`src/rtl/seg_pkg.sv`:
```
// Shared constants and types for the multiplexed 7-segment scan driver.
// Segment codes are active-high and ordered {g, f, e, d, c, b, a}.
package seg_pkg;

  localparam logic [6:0] SEG_0     = 7'h3F;
  localparam logic [6:0] SEG_1     = 7'h06;
  localparam logic [6:0] SEG_2     = 7'h5B;
  localparam logic [6:0] SEG_3     = 7'h4F;
  localparam logic [6:0] SEG_4     = 7'h66;
  localparam logic [6:0] SEG_5     = 7'h6D;
  localparam logic [6:0] SEG_6     = 7'h7D;
  localparam logic [6:0] SEG_7     = 7'h07;
  localparam logic [6:0] SEG_8     = 7'h7F;
  localparam logic [6:0] SEG_9     = 7'h6F;
  localparam logic [6:0] SEG_DASH  = 7'h40;
  localparam logic [6:0] SEG_BLANK = 7'h00;

  typedef logic [1:0] digit_idx_t;

endpackage

```
`src/rtl/seg_scan_driver_bcd7seg.sv`:
```
// Combinational digit-to-segment decoder; any value above 9 shows a dash.
module bcd7seg
  import seg_pkg::*;
(
  input  logic [3:0] i_digit,
  output logic [6:0] o_seg
);

  // Digit lookup
  always_comb begin
    o_seg = SEG_DASH;
    case (i_digit)
      4'd0:    o_seg = SEG_0;
      4'd1:    o_seg = SEG_1;
      4'd2:    o_seg = SEG_2;
      4'd3:    o_seg = SEG_3;
      4'd4:    o_seg = SEG_4;
      4'd5:    o_seg = SEG_5;
      4'd6:    o_seg = SEG_6;
      4'd7:    o_seg = SEG_7;
      4'd8:    o_seg = SEG_8;
      4'd9:    o_seg = SEG_9;
      default: o_seg = SEG_DASH;
    endcase
  end

endmodule

```
`src/rtl/seg_scan_driver.sv`:
```
// Scans two snapshotted BCD pairs (score, time) across a 4-digit 7-segment
// display with leading-zero blanking and per-pair blinking.
module seg_scan_driver
  import seg_pkg::*;
#(
  parameter int CLK_HZ       = 100000000,
  parameter int SCAN_HZ      = 1000,
  parameter int BLINK_FRAMES = 125,
  parameter bit SEG_ACT_LOW  = 1'b0,
  parameter bit AN_ACT_LOW   = 1'b0
) (
  input  logic       clk,
  input  logic       rst_n,
  input  logic [6:0] bcd_a,
  input  logic [6:0] bcd_b,
  input  logic       lz_blank,
  input  logic [1:0] blink_en,
  output logic [7:0] seg,
  output logic [3:0] an,
  output logic       frame_tick
);

  localparam int DIV = CLK_HZ / SCAN_HZ;
  localparam int PW  = $clog2(DIV);
  localparam int BW  = (BLINK_FRAMES > 1) ? $clog2(BLINK_FRAMES) : 1;
  localparam logic [7:0] SEG_OFF = {8{SEG_ACT_LOW}};
  localparam logic [3:0] AN_OFF  = {4{AN_ACT_LOW}};

  logic [PW-1:0] r_presc;
  digit_idx_t    r_idx;
  logic          r_first;
  logic          r_tick_d;
  logic [6:0]    r_snap_a;
  logic [6:0]    r_snap_b;
  logic [1:0]    r_blink_s;
  logic          r_lz_s;
  logic [BW-1:0] r_blink_cnt;
  logic          r_blink_phase;
  logic [7:0]    r_seg;
  logic [3:0]    r_an;
  logic          r_frame_tick;

  logic          w_scan_tick;
  logic          w_snap;
  logic [3:0]    w_digit;
  logic [2:0]    w_tens;
  logic          w_blank;
  logic [6:0]    w_dec;
  logic [6:0]    w_seg7;

  assign w_scan_tick = (r_presc == PW'(DIV - 1));
  assign w_snap      = w_scan_tick && (r_first || (r_idx == 2'd3));

  // Prescaler, digit index and frame snapshot
  always_ff @(posedge clk or negedge rst_n) begin
    if (!rst_n) begin
      r_presc       <= '0;
      r_idx         <= 2'd0;
      r_first       <= 1'b1;
      r_tick_d      <= 1'b0;
      r_snap_a      <= 7'd0;
      r_snap_b      <= 7'd0;
      r_blink_s     <= 2'd0;
      r_lz_s        <= 1'b0;
      r_blink_cnt   <= '0;
      r_blink_phase <= 1'b0;
      r_frame_tick  <= 1'b0;
    end else begin
      r_presc      <= w_scan_tick ? '0 : r_presc + PW'(1);
      r_tick_d     <= w_scan_tick;
      r_frame_tick <= w_snap;
      if (w_scan_tick) begin
        // The first tick after reset starts a frame at digit 0 instead of advancing.
        r_idx   <= r_first ? 2'd0 : r_idx + 2'd1;
        r_first <= 1'b0;
      end
      if (w_snap) begin
        r_snap_a  <= bcd_a;
        r_snap_b  <= bcd_b;
        r_blink_s <= blink_en;
        r_lz_s    <= lz_blank;
        if (r_blink_cnt == BW'(BLINK_FRAMES - 1)) begin
          r_blink_cnt   <= '0;
          r_blink_phase <= ~r_blink_phase;
        end else begin
          r_blink_cnt <= r_blink_cnt + BW'(1);
        end
      end
    end
  end

  // Digit select plus blanking decision for the current index
  always_comb begin
    w_tens  = 3'd0;
    w_digit = 4'd0;
    w_blank = 1'b0;
    case (r_idx)
      2'd0: begin
        w_digit = r_snap_b[3:0];
        w_blank = r_blink_phase && r_blink_s[0];
      end
      2'd1: begin
        w_tens  = r_snap_b[6:4];
        w_digit = (w_tens > 3'd6) ? 4'hF : {1'b0, w_tens};
        w_blank = (r_blink_phase && r_blink_s[0]) || (r_lz_s && (w_tens == 3'd0));
      end
      2'd2: begin
        w_digit = r_snap_a[3:0];
        w_blank = r_blink_phase && r_blink_s[1];
      end
      2'd3: begin
        w_tens  = r_snap_a[6:4];
        w_digit = (w_tens > 3'd6) ? 4'hF : {1'b0, w_tens};
        w_blank = (r_blink_phase && r_blink_s[1]) || (r_lz_s && (w_tens == 3'd0));
      end
      default: begin
        w_digit = 4'hF;
        w_blank = 1'b1;
      end
    endcase
  end

  bcd7seg u_dec (
    .i_digit (w_digit),
    .o_seg   (w_dec)
  );

  assign w_seg7 = w_blank ? SEG_BLANK : w_dec;

  // Output register, polarity applied here so reset shows everything off
  always_ff @(posedge clk or negedge rst_n) begin
    if (!rst_n) begin
      r_seg <= SEG_OFF;
      r_an  <= AN_OFF;
    end else if (r_tick_d) begin
      r_seg <= {1'b0, w_seg7} ^ SEG_OFF;
      r_an  <= (4'b0001 << r_idx) ^ AN_OFF;
    end
  end

  assign seg        = r_seg;
  assign an         = r_an;
  assign frame_tick = r_frame_tick;

endmodule

```
`config.mk`:
```
export PLATFORM = sky130hd
export DESIGN_NAME = seg_scan_driver
export DESIGN_NICKNAME = d
export VERILOG_FILES = /design/src/rtl/seg_pkg.sv /design/src/rtl/seg_scan_driver_bcd7seg.sv /design/src/rtl/seg_scan_driver.sv
export SDC_FILE = /design/constraint.sdc
export NUM_CORES = 1
export LEC_CHECK = 0
export ABC_AREA = 1
export BUFFER_PORTS_ARGS = -buffer_cell sky130_fd_sc_hd__buf_2
export CAP_MARGIN = 10
export CELL_PAD_IN_SITES_DETAIL_PLACEMENT = 0
export CELL_PAD_IN_SITES_GLOBAL_PLACEMENT = 1
export CORE_MARGIN = 2
export CORE_UTILIZATION = 40
export DETAILED_ROUTE_END_ITERATION = 10
export PLACE_DENSITY_LB_ADDON = 0.1
export SLEW_MARGIN = 5
export SYNTH_ARGS = -nofsm -noshare
export SYNTH_HDL_FRONTEND = slang
export SYNTH_SLANG_ARGS = --single-unit
```
`constraint.sdc`:
```
create_clock -name clk -period 2.5 [get_ports clk]
set_input_delay 0.75 -clock clk [delete_from_list [all_inputs] [get_ports clk]]
set_output_delay 0.75 -clock clk [all_outputs]
set_load 0.05 [all_outputs]
```
==> flow_summary.toml, run 1 <==
[pwr]
p_leak_uw = 0.00185
ir_drop_v = 0.000268
power_density_mw_per_mm2 = 517

[layout]
multi_input_area_sq_mm = 0.00138
antenna_cells = 0
drive_above_1_share = 0.136
area_growth_pct = 14.7
regArea_sq_mm = 0.00145
nFillCells = 756
fin_nets = 459

[detailed_routing]
drtPass1Iterations = 4
wl_met2_mm = 3.07
top_layer = "met4"
routed-via-count = 2453
routed_via_density = 4.61
routed_wl_mm = 6.16
wl_met1_mm = 2.84
drt_iter0_markers = 80
dr_wl_met3_um = 142
drc = 0
antenna_left = 0
wl_per_cell_um = 11.6

[floorplan]
coreArea_sq_mm = 0.00729
start_util = 0.414
io_pins = 32
die_h_um = 90.9
num_rows = 31
die_area_sq_mm = 0.00826
die_width_um = 90.9

[logic_synthesis]
synth_edf_count = 0
ys.flop_type = "dfrtp_1"
async_flop_share = 1.00
ys_warn_count = 0
synth_cell_types = 28
syn_nets = 422
avgSynthCellArea_sq_um = 7.72
seq_area_frac_synth = 0.481
synth.ff_latch_count = 58
syn_area_sq_mm = 0.00302
syn_inst = 391

[flow_run]
maxCapViolations = 0

[cts]
insertion_delay_ps = 340
cts_root_buf = "clkbuf_8"
post_cts_resized = 0
cts_made_buffers = 9
post_cts_buffers = 0
cts_max_path_buffers = 2
clkSlewWorstSetupHoldPaths_ps = 60
cts_tree = "built"
ctsHoldBuffers = 0
clock_sinks = 58
htreeDepth = 3

[worst_setup_path]
critPathKind = "reg -> reg"
crit_path_end = "seg[3]$_DFFE_PN0P_"
cp_top_family = "adder cells"
path_depth = 11
worst_ep_arrival_time_ps = 2390
path_max_fanout = 10
path_buf_inv = 3
crit_slowest_cell = "dfrtp_1"
reg2reg_depth = 11
cp-startpoint = "r_idx[0]$_DFFE_PN0P_"
crit_path_cell_trace = "inv_1, ha_1, inv_2, nand2_1, o22ai_1, inv_1, ha_1, nand3b_1, nand3_1, nand3_1, nand2_1"
r2r_slack_ps = 390
start_kind = "flip-flop"
slowest_delay_ps = 380
endpoint_kind = "flip-flop"
cp.required_ps = 2780
r2r_end = "seg[3]$_DFFE_PN0P_"
timing.rr.start = "r_idx[0]$_DFFE_PN0P_"

[sta]
setup_viol = 0
timing.final.crit_share = 0.846
tns_ps = 0
slew_viol_final = 0
hold_viol_final = 0
period_minus_slack_ps = 2110
rsz0062_at_grt = "false"
holdWs_ps = 340
timing.fmax_ghz = 0.473
finClkSkew_ps = 11.8

[placed_design]
io_buffers = 30
dpl.hpwl_mm = 4.41
gp_congestion = 0.769

[outcome]
status = "completed"

[min_path]
hold_class = "in -> async"

[grt]
antenna_found_initial = 0
grt_usage = 0.169
grt_overflow = 0
grt_pass1_wl_mm = 11.1
grt_max_degree = 43
grt_pass1_vias = 2511
-- registers in the layout (all words and copies together) (netlist names) --
signal         flops
r_presc           17
r_blink_cnt        7
r_snap_a           7
r_snap_b           7
seg                7
an                 4
r_blink_s          2
r_idx              2
frame_tick         1
r_blink_phase      1
r_first            1
r_lz_s             1
r_tick_d           1
-- Yosys cell counts (2+ instances only) --
library cell	n	area share
buf_6	2	0.0075
inv_1	34	0.042
or2_2	4	0.0083
dfrtp_1	57	0.47
buf_2	3	0.0050
nand2_1	167	0.21
xor2_1	11	0.032
nor2_1	31	0.039
ha_1	12	0.050
o21ai_0	5	0.0083
nand4_1	6	0.012
nand3_1	28	0.046
nand3b_1	3	0.0075
nor3_1	7	0.012
xnor2_1	2	0.0058
a21oi_1	7	0.012
-- worst min path at each step --
stage                     cells past startpoint  slack [ps]            startpoint                 endpoint
after floorplan                               1         430  r_presc[0]$_DFF_PN0_     r_presc[0]$_DFF_PN0_
after global placement                        1         450  r_presc[0]$_DFF_PN0_     r_presc[0]$_DFF_PN0_
after detailed placement                      1         450  r_presc[0]$_DFF_PN0_     r_presc[0]$_DFF_PN0_
after CTS                                     1         340                 rst_n       seg[1]$_DFFE_PN0P_
after global routing                          1         360                 rst_n  r_snap_a[2]$_DFFE_PN0P_
final                                         1         340                 rst_n  r_snap_a[2]$_DFFE_PN0P_
-- worst reg2reg max path, cell delays in order, from the launching register on --
cell and delay (ps):
dfrtp_1 380, inv_1 100, ha_1 250, inv_2 150, nand2_1 70, o22ai_1 310
inv_1 110, ha_1 270, nand3b_1 170, nand3_1 100, nand3_1 70, nand2_1 70
-- layout make-up --
| type | count | area share |
|---|---|---|
| sequential | 58 | 0.419 |
| multi-input combinational | 290 | 0.399 |
| timing repair buffer | 33 | 0.0534 |
| inverter | 36 | 0.0394 |
| clock buffer | 10 | 0.0368 |
| tap | 99 | 0.0357 |
| clock inverter | 6 | 0.0166 |
-- through the flow --
step	total power, uW	cells	instance area (sq um)	setup WS (ps)	util
2_1_floorplan	961	391	3020	597	-
3_3_place_gp	996	516	3280	469	0.450
3_5_place_dp	996	516	3280	376	0.450
4_1_cts	1840	532	3470	372	0.475
5_1_grt	1890	532	3470	167	0.475
6_report	1790	532	3470	385	0.475
-- routing by layer --
layer / global-route usage / up-vias
met5: 0 / -
li1: - / 1286
met4: 0.0606 / 0
met3: 0.0476 / 7
met1: 0.199 / 1138
met2: 0.295 / 22
-- where the power goes --
group | internal [uW] | switching [uW]
Sequential | 939 | 0
Combinational | 12.8 | 25.1
Clock | 453 | 362
Total | 1400 | 387
-- kinds of logic after synthesis --
kind of cell | after synthesis | share of synthesized area
flip-flops | 58 | 0.481
AND/OR/NAND/NOR | 251 | 0.347
other | 1 | 0.00124
adder cells (fa/ha/maj) | 12 | 0.0497
buffers and inverters | 43 | 0.0613
AO/OA/AOI/OAI | 13 | 0.0220
XOR/XNOR | 13 | 0.0377
-- layout by cell type (no fill, tap or decap), drive strengths merged --
master	n
ha	12
bufinv	1
nand3	28
or2	4
xor2	11
nand2	169
nor3	8
conb	1
dfstp	1
a21oi	7
o22ai	1
xnor2	2
clkinvlp	1
inv	35
nor2	32
nor4	1
nand3b	3
dfrtp	57
buf	33
o21ai	5
clkbuf	10
nand4	6
clkinv	5
Note: power is estimated with default switching activity, not from simulation.
==> run 2, diff against run 1 <==
--- a/config.mk
+++ b/config.mk
@@ -11,7 +11,7 @@
 export CELL_PAD_IN_SITES_DETAIL_PLACEMENT = 0
 export CELL_PAD_IN_SITES_GLOBAL_PLACEMENT = 1
 export CORE_MARGIN = 2
-export CORE_UTILIZATION = 40
+export CORE_UTILIZATION = 39
 export DETAILED_ROUTE_END_ITERATION = 10
 export PLACE_DENSITY_LB_ADDON = 0.1
 export SLEW_MARGIN = 5
==> constraint.sdc (replaced) <==
create_clock -name clk -period 1.7 [get_ports clk]
set_input_delay 0.51 -clock clk [delete_from_list [all_inputs] [get_ports clk]]
set_output_delay 0.51 -clock clk [all_outputs]
set_load 0.05 [all_outputs]
==> run 2 against run 1 <==
Via count is 5.0% higher. The run now ends with negative setup slack left. Fmax increased by 21%. Combinational power is 64% higher. Largest power group is now the clock network. Critical endpoint unchanged. Final cell count up 6.6%. Total power up 70%. Clock power is 98% higher. Global-route usage grew 0.72 points.
==> flow_summary.toml, run 2 (synthesized netlist as in run 1, its figures left out) <==
[floorplan]
coreArea_sq_mm = 0.00761
die_h_um = 92.0
die_area_sq_mm = 0.00846
start_util = 0.397
num_rows = 32
die_width_um = 92.0
io_pins = 32

[detailed_routing]
wl_met2_mm = 3.31
routed-via-count = 2575
drc = 0
antenna_left = 0
drt_iter0_markers = 67
routed_wl_mm = 6.67
drtPass1Iterations = 4
top_layer = "met4"
dr_wl_met3_um = 225
wl_per_cell_um = 11.8
routed_via_density = 4.54
wl_met1_mm = 3.11

[cts]
clkSlewWorstSetupHoldPaths_ps = 70
ctsHoldBuffers = 0
cts_root_buf = "clkbuf_8"
cts_max_path_buffers = 2
clock_sinks = 58
cts_made_buffers = 9
insertion_delay_ps = 330
cts_tree = "built"
htreeDepth = 3

[worst_setup_path]
start_kind = "flip-flop"
reg2reg_depth = 12
slowest_delay_ps = 450
critPathKind = "reg -> reg"
crit_path_cell_trace = "inv_4, ha_4, nand2_2, nand2_1, nor2_2, nor2_2, inv_2, ha_4, nand3b_1, nand3_1, nand3_1, nand2_1"
endpoint_kind = "flip-flop"
crit_slowest_cell = "dfrtp_2"
cp.required_ps = 1970
path_max_fanout = 4
worst_ep_arrival_time_ps = 2020

[grt]
grt_pass1_wl_mm = 11.8
grt_usage = 0.176
antenna_found_initial = 0
grt_pass1_vias = 2576
grt_max_degree = 25
grt_overflow = 0

[layout]
top_register = "r_presc"
drive_above_1_share = 0.254
layout_common_cells = "nand2_1 (159), dfrtp_1 (54), buf_4 (32)"
largest_register_ffs = 17
antenna_cells = 0
fin_nets = 491
layout_commonest_cell = "nand2_1"
post-route-util = 0.514
final_area_sq_mm = 0.00391
area_growth_pct = 29.5
nFillCells = 753

[sta]
timing.final.crit_share = 1.03
rsz0062_at_grt = "true"
postLayoutSetupSlackWorst_ps = -52.8
timing.fmax_ghz = 0.571
hold_viol_final = 0
period_minus_slack_ps = 1750
slew_viol_final = 0
finClkSkew_ps = 9.50
setup_viol = 4

[outcome]
violations = "negative setup slack"
status = "finished, violations left"

[placed_design]
io_buffers = 30
dpl.hpwl_mm = 4.92
place_area_sq_mm = 0.00357
gp_congestion = 0.815

[pwr]
ir_drop_v = 0.000477
p_leak_uw = 0.00205
power_density_mw_per_mm2 = 780

[min_path]
hold_class = "in -> async"

[flow_run]
maxCapViolations = 0
-- run 2: metal layers --
layer,track usage,vias up
met1,0.223,1188
met3,0.0526,2
met4,0.0373,0
met2,0.300,31
li1,-,1354
met5,0,-
-- run 2: worst paths after layout --
check | startpoint | endpoint | slack, ps
setup / recovery | r_idx[0]$_DFFE_PN0P_ | seg[3]$_DFFE_PN0P_ | -50
hold / removal | rst_n | r_blink_phase$_DFFE_PN0P_ | 110
setup reg to reg | r_idx[0]$_DFFE_PN0P_ | seg[3]$_DFFE_PN0P_ | -50
hold reg to reg | r_presc[0]$_DFF_PN0_ | r_presc[0]$_DFF_PN0_ | 460
max in group asynchronous | rst_n | an[3]$_DFFE_PN0P_ | 1110
min in group clk | blink_en[1] | r_blink_s[1]$_DFFE_PN0P_ | 360
-- run 2: area by class of cell --
cell class	instances	area, sq um	share of cell area
clock inverters	5	100	0.0256
clock buffers	11	151	0.0387
repair buffers	65	442	0.113
flip-flops and latches	58	1460	0.372
well taps	102	128	0.0326
multi-input cells	290	1480	0.379
inverters	36	153	0.0390
-- run 2: critical path, delay by kind of cell, from the launching register on --
| kind | cells | cell delay (ps) |
|---|---|---|
| buffers and inverters | 2 | 180 |
| adders and majority gates | 2 | 390 |
| DFF | 1 | 450 |
| and+or+nand+nor | 8 | 690 |
-- run 2: where the power goes --
part | switching, uW | internal (uW) | total [uW]
Combinational | 38.8 | 23.3 | 62.1
Clock | 561 | 1050 | 1610
Sequential | 0 | 1380 | 1380
-- run 2: per-stage QoR --
stage | cells | setup TNS, ps | setup WS, ps | hold slack, ps | power [uW]
after floorplan | 391 | -103 | -63.2 | 214 | 1410
after global placement | 547 | -275 | -80.2 | 453 | 1470
after detailed placement | 547 | -1100 | -160 | 453 | 1470
after CTS | 565 | -297 | -73.5 | 111 | 3100
after global routing | 567 | -1150 | -197 | 126 | 3170
final | 567 | -129 | -52.8 | 114 | 3050
-- run 2: repair_timing --
action,CTS,global route
buffers inserted,2,2
pin swaps,9,1
gates resized for setup,11,9
endpoints found under the setup margin,30,28
==> run 3, diff against run 2 <==
--- a/config.mk
+++ b/config.mk
@@ -8,12 +8,12 @@
 export ABC_AREA = 1
 export BUFFER_PORTS_ARGS = -buffer_cell sky130_fd_sc_hd__buf_2
 export CAP_MARGIN = 10
-export CELL_PAD_IN_SITES_DETAIL_PLACEMENT = 0
+export CELL_PAD_IN_SITES_DETAIL_PLACEMENT = 1
 export CELL_PAD_IN_SITES_GLOBAL_PLACEMENT = 1
 export CORE_MARGIN = 2
 export CORE_UTILIZATION = 39
 export DETAILED_ROUTE_END_ITERATION = 10
-export PLACE_DENSITY_LB_ADDON = 0.1
+export PLACE_DENSITY = 0.86
 export SLEW_MARGIN = 5
 export SYNTH_ARGS = -nofsm -noshare
 export SYNTH_HDL_FRONTEND = slang
==> run 3 against run 2 <==
The flow still finishes with violations (negative setup slack). Highest routed layer unchanged. Sequential cell count unchanged. Sequential share of layout area decreased by 0.24 points. Via count increased by 12%. Worst hold slack got worse by 27 ps. Largest power group is now registers. Combinational power increased by 3.9%.
==> flow_summary.toml, run 3 (synthesized netlist as in run 1, its figures left out) <==
[min_path]
hold_class = "in -> async"

[sta]
holdWs_ps = 86.2
tns_ps = -1030
setup_viol = 8
postLayoutSetupSlackWorst_ps = -200
period_minus_slack_ps = 1900
finClkSkew_ps = 11.6
timing.fmax_ghz = 0.526
hold_viol_final = 0
rsz0062_at_grt = "true"
slew_viol_final = 0
timing.final.crit_share = 1.12

[layout]
fin_nets = 491
drive_above_1_share = 0.284
layout_commonest_cell = "nand2_1"
antenna_cells = 0
layout_common_cells = "nand2_1 (151), dfrtp_1 (55), buf_2 (30)"
area_growth_pct = 30.2
final_area_sq_mm = 0.00393
post-route-util = 0.517
largest_register_ffs = 17
nFillCells = 937
top_register = "r_presc"

[grt]
grt_pass1_vias = 3210
grt_pass1_wl_mm = 15.7
grt_usage = 0.238
grt_overflow = 0
grt_max_degree = 26
antenna_found_initial = 0

[pwr]
ir_drop_v = 0.000361
p_leak_uw = 0.00203
power_density_mw_per_mm2 = 664

[floorplan]
die_width_um = 92.0
num_rows = 32
die_area_sq_mm = 0.00846
die_h_um = 92.0
start_util = 0.397
coreArea_sq_mm = 0.00761
io_pins = 32

[detailed_routing]
drt_iter0_markers = 137
drtPass1Iterations = 4
routed_via_density = 5.11
routed_wl_mm = 9.90
drc = 0
wl_per_cell_um = 17.5
routed-via-count = 2892
antenna_left = 0

[worst_setup_path]
worst_ep_arrival_time_ps = 2130
critPathKind = "reg -> reg"
endpoint_kind = "flip-flop"
path_max_fanout = 4
reg2reg_depth = 12
cp.required_ps = 1930
start_kind = "flip-flop"

[cts]
cts_root_buf = "clkbuf_8"
cts_tree = "built"
clock_sinks = 58
clkSlewWorstSetupHoldPaths_ps = 80
insertion_delay_ps = 340
htreeDepth = 3
cts_made_buffers = 9
cts_max_path_buffers = 2

[placed_design]
io_buffers = 30
dpl.hpwl_mm = 6.12
gp_congestion = 0.890
place_area_sq_mm = 0.00355

[outcome]
violations = "negative setup slack"
status = "finished, violations left"

[flow_run]
maxCapViolations = 0
==> run 3: changes by cell type in the layout (fill, tap and decap cells not counted), sizes merged <==
cell	previous run	this run
clkinv	2	4
inv	36	35
clkbuf	11	12
bufinv	3	0
==> run 3: timing repair <==
| item | CTS | global route |
|---|---|---|
| setup endpoints to repair | 10 | 18 |
| hold buffers | 0 | 0 |
| pin swaps | 16 | 17 |
| resized for setup | 22 | 24 |
| buffers inserted | 4 | 5 |
==> run 3: power by group <==
part | switching, uW | internal (uW) | leakage, uW
logic | 41.1 | 23.4 | 0.00123
clock network | 575 | 594 | 0.0000920
registers | 0 | 1380 | 0.000700
total | 616 | 2000 | 0.00203
==> run 3: area by class of cell <==
type / instances / area [sq um] / area share
Inverter: 36 / 149 / 0.0378
Multi-Input combinational cell: 290 / 1560 / 0.396
Clock inverter: 3 / 15.0 / 0.00382
Clock buffer: 12 / 155 / 0.0394
Tap cell: 102 / 128 / 0.0324
Timing Repair Buffer: 65 / 473 / 0.120
Sequential cell: 58 / 1460 / 0.370
==> run 3: worst paths after layout <==
check	from	end	slack, ps
worst max-delay path	r_idx[1]$_DFFE_PN0P_	seg[4]$_DFFE_PN0P_	-200
worst min-delay path	rst_n	r_snap_b[1]$_DFFE_PN0P_	90
worst max register to register	r_idx[1]$_DFFE_PN0P_	seg[4]$_DFFE_PN0P_	-200
worst min register to register	an[3]$_DFFE_PN0P_	an[3]$_DFFE_PN0P_	480
max in group asynchronous	rst_n	r_first$_DFFE_PN1P_	1050
min in group clk	bcd_b[1]	r_snap_b[1]$_DFFE_PN0P_	360
==> run 3: metal layers <==
metal  global-route usage  routed length (um)
met5                    0                   0
met2                0.438                5340
met3               0.0386                 234
met1                0.261                3920
met4                0.124                 411
==> run 3: worst max-delay path, stage by stage (launching register included) <==
cell and delay (ps):
dfrtp_2 460, buf_6 140, ha_4 170, nand2_2 80
nand2_2 80, o22ai_4 160, inv_2 80, ha_4 160
nand3b_1 180, nand2_1 70, nand2_1 60, nand3_1 80
nand2_1 70
==> run 3: stage by stage <==
stage / worst slack, ps / total power, uW / instances
final: -200 / 2610 / 566
after global routing: -290 / 2700 / 566
after floorplan: -63.2 / 1410 / 391
after CTS: -103 / 2620 / 561
after global placement: -49.9 / 1470 / 542
after detailed placement: -174 / 1470 / 542
